**src/rtl/alu_decode_stage.sv**
```systemverilog
// Single registered decode stage: RV32 integer subset to ALU control, register indices and immediate.
// Valid/ready on both sides, flush, and a saturating count of accepted illegal instructions.
module alu_decode_stage #(
    parameter int unsigned DATA_WIDTH = 32,
    parameter int unsigned CNT_WIDTH  = 16
) (
    input  logic                  clk,
    input  logic                  rst,
    input  logic                  in_valid,
    input  logic [31:0]           in_instr,
    output logic                  in_ready,
    input  logic                  flush,
    output logic                  out_valid,
    input  logic                  out_ready,
    output logic [3:0]            alu_control,
    output logic [4:0]            rs1_idx,
    output logic [4:0]            rs2_idx,
    output logic [4:0]            rd_idx,
    output logic [DATA_WIDTH-1:0] imm,
    output logic                  use_imm,
    output logic                  is_branch,
    output logic                  illegal,
    output logic [CNT_WIDTH-1:0]  illegal_count
);

    localparam logic [6:0] OP_R      = 7'b0110011;
    localparam logic [6:0] OP_I      = 7'b0010011;
    localparam logic [6:0] OP_BRANCH = 7'b1100011;
    localparam logic [6:0] OP_LOAD   = 7'b0000011;
    localparam logic [6:0] OP_STORE  = 7'b0100011;
    localparam logic [6:0] OP_LUI    = 7'b0110111;

    localparam logic [6:0] F7_BASE   = 7'b0000000;
    localparam logic [6:0] F7_ALT    = 7'b0100000;

    localparam logic [3:0] ALU_ADD   = 4'h0;
    localparam logic [3:0] ALU_SUB   = 4'h1;
    localparam logic [3:0] ALU_SLL   = 4'h2;
    localparam logic [3:0] ALU_SLT   = 4'h3;
    localparam logic [3:0] ALU_SLTU  = 4'h4;
    localparam logic [3:0] ALU_XOR   = 4'h5;
    localparam logic [3:0] ALU_SRL   = 4'h6;
    localparam logic [3:0] ALU_SRA   = 4'h7;
    localparam logic [3:0] ALU_OR    = 4'h8;
    localparam logic [3:0] ALU_AND   = 4'h9;
    localparam logic [3:0] ALU_ZERO  = 4'hA;

    logic [6:0] opcode;
    logic [2:0] funct3;
    logic [6:0] funct7;

    logic                  d_legal;
    logic [3:0]            d_alu;
    logic [4:0]            d_rs1;
    logic [DATA_WIDTH-1:0] d_imm;
    logic                  d_use_imm;
    logic                  d_branch;
    logic                  accept;
    logic                  is_shift;

    assign opcode   = in_instr[6:0];
    assign funct3   = in_instr[14:12];
    assign funct7   = in_instr[31:25];
    assign is_shift = (funct3 == 3'b001) || (funct3 == 3'b101);

    assign in_ready = !out_valid || out_ready;
    assign accept   = in_valid && in_ready && !flush;

    // funct3 to ALU code; alt selects SUB/SRA on the two funct3 values that have one
    function automatic logic [3:0] alu_of(input logic [2:0] f3, input logic alt);
        logic [3:0] code;
        case (f3)
            3'b000:  code = alt ? ALU_SUB : ALU_ADD;
            3'b001:  code = ALU_SLL;
            3'b010:  code = ALU_SLT;
            3'b011:  code = ALU_SLTU;
            3'b100:  code = ALU_XOR;
            3'b101:  code = alt ? ALU_SRA : ALU_SRL;
            3'b110:  code = ALU_OR;
            default: code = ALU_AND;
        endcase
        return code;
    endfunction

    // Combinational decode of the incoming instruction
    always_comb begin
        d_legal   = 1'b0;
        d_alu     = ALU_ZERO;
        d_rs1     = in_instr[19:15];
        d_imm     = '0;
        d_use_imm = 1'b0;
        d_branch  = 1'b0;
        case (opcode)
            OP_R: begin
                d_legal = (funct7 == F7_BASE) ||
                          ((funct7 == F7_ALT) && ((funct3 == 3'b000) || (funct3 == 3'b101)));
                d_alu   = alu_of(funct3, funct7[5]);
            end
            OP_I: begin
                d_legal   = !is_shift || (funct7 == F7_BASE) ||
                            ((funct7 == F7_ALT) && (funct3 == 3'b101));
                d_alu     = alu_of(funct3, is_shift && funct7[5]);
                d_use_imm = 1'b1;
                d_imm     = is_shift ? DATA_WIDTH'(in_instr[24:20])
                                     : DATA_WIDTH'($signed(in_instr[31:20]));
            end
            OP_BRANCH: begin
                d_legal  = (funct3 == 3'b000) || (funct3 == 3'b001);
                d_alu    = ALU_SUB;
                d_branch = 1'b1;
                d_imm    = DATA_WIDTH'($signed({in_instr[31], in_instr[7], in_instr[30:25],
                                                in_instr[11:8], 1'b0}));
            end
            OP_LOAD: begin
                d_legal   = 1'b1;
                d_alu     = ALU_ADD;
                d_use_imm = 1'b1;
                d_imm     = DATA_WIDTH'($signed(in_instr[31:20]));
            end
            OP_STORE: begin
                d_legal   = 1'b1;
                d_alu     = ALU_ADD;
                d_use_imm = 1'b1;
                d_imm     = DATA_WIDTH'($signed({in_instr[31:25], in_instr[11:7]}));
            end
            OP_LUI: begin
                d_legal   = 1'b1;
                d_alu     = ALU_ADD;
                d_rs1     = 5'd0;
                d_use_imm = 1'b1;
                d_imm     = DATA_WIDTH'($signed({in_instr[31:12], 12'b0}));
            end
            default: d_legal = 1'b0;
        endcase
        // Illegal encodings present a neutral zero-result op with raw indices
        if (!d_legal) begin
            d_alu     = ALU_ZERO;
            d_imm     = '0;
            d_use_imm = 1'b0;
            d_branch  = 1'b0;
        end
    end

    // Output register; flush wins, then acceptance, then drain
    always_ff @(posedge clk or posedge rst) begin
        if (rst) begin
            out_valid     <= 1'b0;
            alu_control   <= ALU_ZERO;
            rs1_idx       <= 5'd0;
            rs2_idx       <= 5'd0;
            rd_idx        <= 5'd0;
            imm           <= '0;
            use_imm       <= 1'b0;
            is_branch     <= 1'b0;
            illegal       <= 1'b0;
            illegal_count <= '0;
        end else if (flush) begin
            out_valid <= 1'b0;
        end else if (accept) begin
            out_valid   <= 1'b1;
            alu_control <= d_alu;
            rs1_idx     <= d_rs1;
            rs2_idx     <= in_instr[24:20];
            rd_idx      <= in_instr[11:7];
            imm         <= d_imm;
            use_imm     <= d_use_imm;
            is_branch   <= d_branch;
            illegal     <= !d_legal;
            if (!d_legal && (illegal_count != {CNT_WIDTH{1'b1}})) begin
                illegal_count <= illegal_count + CNT_WIDTH'(1);
            end
        end else if (out_ready) begin
            out_valid <= 1'b0;
        end
    end

endmodule

```
**config.mk**
```make
export PLATFORM = sky130hd
export DESIGN_NAME = alu_decode_stage
export DESIGN_NICKNAME = d
export VERILOG_FILES = /design/src/rtl/alu_decode_stage.sv
export SDC_FILE = /design/constraint.sdc
export NUM_CORES = 1
export LEC_CHECK = 0
export ABC_AREA = 1
export BUFFER_PORTS_ARGS = -buffer_cell sky130_fd_sc_hd__buf_2
export CAP_MARGIN = 20
export CORE_MARGIN = 3
export CORE_UTILIZATION = 34
export CTS_CLUSTER_DIAMETER = 50
export DETAILED_ROUTE_END_ITERATION = 12
export GPL_TIMING_DRIVEN = 0
export MAX_ROUTING_LAYER = met4
export PLACE_DENSITY = 0.52
export SYNTH_ARGS = -nofsm -noshare
export SYNTH_HDL_FRONTEND = slang
export SYNTH_SLANG_ARGS = --single-unit
```
**constraint.sdc**
```tcl
create_clock -name clk -period 5.85 [get_ports clk]
set_input_delay 1.17 -clock clk [delete_from_list [all_inputs] [get_ports clk]]
set_output_delay 1.17 -clock clk [all_outputs]
set_load 0.01 [all_outputs]
```
Word level (Yosys, flattened, before mapping):

Index checks and enable logic that the tools add are counted.
W data, S select, Z words.

* output and inout bits: 72
* logic and storage cells: 70
* register bits: 71

* equality and inequality tests: 14
* $add $sub $neg: 1
* reduce and logical (&&, ||, !) cells: 24
* multiplexer cells: 20
* bitwise logic cells: 1

Operator list (number)
* $pmux W32 S5: 1
* $mux W32: 2
* $pmux W4 S7: 2
* $eq A7 B6 Y1 const B: 4
* $add A16 B1 Y16 const B: 1
* $ne A16 B16 Y1 const B: 1
* $pmux W4 S4: 1
* $mux W1: 11
* $eq A3 B3 Y1 const B: 3
* $eq A7 B2 Y1 const B: 1
* $eq A7 B5 Y1 const B: 1
* $eq A7 B7 Y1 const B: 1
* $logic_not A7 Y1: 1
* $logic_or A1 B1 Y1: 7
* $eq A3 B2 Y1 const B: 2
* $logic_and A1 B1 Y1: 6
* $mux W5: 1
* $logic_not A1 Y1: 4
* $mux W4: 1
* $pmux W1 S4: 1
* $reduce_or A4 Y1: 1
* $eq A3 B1 Y1 const B: 1
* $logic_not A3 Y1: 1
* $reduce_and A3 Y1: 1
* other kinds (4): 4

Depth between registers and ports, before layout:

* depth in word-level cells: 9
* mapped depth: 11
* mapped depth without buffers: 11

Worst setup path after synthesis:

No wires, ideal clock.

* path type: input to output
* from: input out_ready
* to: output in_ready
* slack: 3376 ps
* stages on the path: 2
* arrival: 1304 ps
* required time: 4680 ps
* cell sequence: inv_1 -> nand2_1

* longest elaborated chain between the ends: 1

Ends and longest elaborated chain
* start, declared: line 14 `input logic out_ready,`
* $logic_or A1 B1 Y1: line 66 `assign in_ready = !out_valid || out_ready;`
* end, declared: line 11 `output logic in_ready,`

Every way passes these cells.

Worst setup path in the final report:

Ends and elaborated chain as after synthesis.

==> run summary <==
Worst r2r path cells - 10
Startpoint types - input pin
Syn Area/Cell - 7.45 µm²
Synthesized cell area - 3970 µm²
Synthesis-stage register bit count - 71
Hold Buf Count CTS - 0
Adder-Cell Fraction of Synth Area - 0.00316
Synthesis-to-layout area growth - 26.7%
Tmin final - 2.68 ns
CP max FO - 3
Vias in the first global route - 3780
RSZ-0062 raised after global routing - false
Share of cells above drive strength 1 - 0.264
Setup Skew - 0.00576 ns
Final hold vios - 0
Antenna Nets Post-Route - 0
TritonCTS Buffers - 9
Worst skew pair latency - 0.33 ns
Synth Area in Compound Gates - 0.0660
Clk pwr share - 0.440
Clock buffer depth - 2
Final Cell Area - 5020 µm²
Initial Util - 0.356
Critical path, cell by cell - buf_2 > inv_1 > nand2_1 > buf_2
Setup TNS - 0 ns
Clock Pin Slew Worst Setup and Hold Paths - 0.06 ns
Status - finished, final reports clean
Die height - 114 µm
Vias post-DR - 3860
P_sw - 0.347 mW
Post-synthesis sequential area ratio - 0.449
Drt wl/cell - 14.8 µm
First-pass DRT Iterations - 4
Pin count of the biggest net entering global routing - 71
Post-Layout Cell Count - 796
Critical Path Max Stage Delay - 0.14 ns
Final setup fails - 0
Slew @ Worst Pin - 0.638 ns
Port Buf Inserts - 108
Crit Path Class - in -> out
Crit-path most repeated cell - buf_2
Antenna violations before repair - 0
Worst Path Arrival - 1.51 ns
Total gr overflow - 0
Via density - 4.85
# IOs - 109
Power density over the cells - 263 nW/µm²
Simple-gate portion of the synthesized area - 0.379
Max Cap Viol - 0
Dpl cells - 781
Worst Hold Depth - 2
Endpoint class of the critical path - primary output
First-pass GRT wire length - 19200 µm
Ys Warns - 0
Post-synth cell types - 32
Setup WS pre-CTS - 3.01 ns
TritonCTS clock tree - done
Post-CTS Resized - 0
Reg-to-Reg Start - illegal_count[0]
Die area - 13000 µm²
Post-Synthesis Cells - 532
WL final - 11700 µm
# H-tree levels - 3
Residual DRC count - 0
Die width - 114 µm
VDD IR-drop max - 0.147 mV
Max-slew headroom - 0.575
Synth Area in XOR/XNOR - 0.0287
Post-synthesis mux area share - 0
# diodes - 0
FP Rows - 38
Layout net count - 690
Core Region - 11100 µm²
Net Count, Synth - 570
Fmax - 373 MHz
PnR worst setup slack - 3.17 ns
Worst hold start - imm[16]
Post-Place Cell Area - 4710 µm²
Switching share of power - 0.262
R2R Setup Slk - 3.73 ns
Hold EP - imm[16]
Worst Hold Class - reg -> reg
Lkg Pwr - 2.81 nW
Logic pwr share - 0.139
Gpl congestion - 0.857
Critical R2R Capture - illegal_count[1]
Initial DRC count - 274
CP required - 4.68 ns
Period utilization - 0.459
HPWL after DPL - 8840 µm
Setup bufs post-CTS - 0
Internal Power - 0.974 mW
CTS sink cnt - 71
Seq pwr share - 0.420
Root Driver - clkbuf_16
Slew Viols, Final - 0
Critical path's slowest cell - buf_2
Total GRT Usage - 0.190
Largest family of logic cells by synthesized area - simple AND/OR/NAND/NOR gates
-- worst max-delay path by stage --
stage | endpoint | cells past startpoint | slack [ns] | start
floorplan | alu_control[0] | 1 | 2.89 | rst
global placement | imm[13] | 2 | 1.90 | rst
detailed placement | imm[28] | 12 | 3.01 | in_instr[1]
CTS | in_ready | 4 | 3.17 | out_ready
global route | in_ready | 4 | 3.13 | out_ready
finish | in_ready | 4 | 3.17 | out_ready
-- placed cells by master (no fill, tap or decap), types with 3 or more instances in the layout --
cell type	n
o22ai_1	4
nand3_2	13
nor2_2	5
inv_1	32
dfrtp_1	69
nand2_1	190
nand2_2	3
o21ai_0	29
clkbuf_16	9
buf_2	113
o2111ai_1	6
nor3_1	5
inv_2	10
xor2_1	7
nand3_1	73
clkbuf_1	12
nor2_4	3
buf_6	4
nor2_1	38
xnor2_1	6
-- cell usage after synthesis (all sizes together) --
cell     count  area share
nand2      193        0.18
clkbuf      10      0.0095
ha           1      0.0032
inv         43       0.041
o211ai       2      0.0038
nand4        3      0.0063
nor2        46       0.052
dfstp        2       0.013
o21ai       30       0.038
dfrtp       69        0.44
o2111ai      6       0.013
nand3b       1      0.0019
buf         13       0.023
clkinv       1     0.00095
a21oi        3      0.0047
xnor2        6       0.013
nand3       86        0.12
nor3         6      0.0088
xor2         7       0.015
o22ai        4      0.0063
-- registers in the layout, indices dropped and copies added (netlist names) --
register / flops
imm: 32
illegal_count: 16
rd_idx: 5
rs1_idx: 5
rs2_idx: 5
alu_control: 4
illegal: 1
is_branch: 1
out_valid: 1
use_imm: 1
-- per-layer routing --
layer,global-route usage,vias to the layer above,share of wire
met5,-,-,0
met4,0.0364,0,0.0044
li1,-,1955,-
met2,0.298,102,0.48
met1,0.252,1797,0.47
met3,0.0483,6,0.051
-- power groups by stage --
stage               clock network [mW]  logic [mW]  registers [mW]
finish                           0.582       0.184           0.555
global route                     0.620       0.208           0.561
CTS                              0.599       0.188           0.555
detailed placement                   0       0.187           0.562
global placement                     0       0.182           0.563
floorplan                            0      0.0908           0.573
-- per-stage QoR --
stage	util	hold slack [ns]	power, mW
finish	0.452	0.473	1.32
global route	0.452	0.485	1.39
CTS	0.452	0.477	1.34
detailed placement	0.423	0.461	0.749
global placement	0.421	0.459	0.745
floorplan	-	0.474	0.664
-- logic make-up (layout without fill, tap and decap cells) --
| kind of cell | count (synthesis) | after routing |
|---|---|---|
| DFF | 71 | 71 |
| xor gates and xnor gates | 13 | 13 |
| and+or+nand+nor | 335 | 335 |
| adders and majority gates | 1 | 1 |
| AOI/OAI and AO/OA | 45 | 45 |
| buffers and inverters | 67 | 191 |
-- critical path, delay by kind of cell --
family,cells,cell delay [ns]
simple gates,1,0.07
buf+inv,3,0.27
-- cell type report --
cell class	instances	area, µm²
fill	1165	6100
multi-input combinational	394	1890
sequential	71	1780
timing repair buffer	109	568
clock buffer	12	246
tap	140	175
inverter	44	168
buffer	23	130
clock inverter	3	67.6
(Power assumes the default switching activity.)
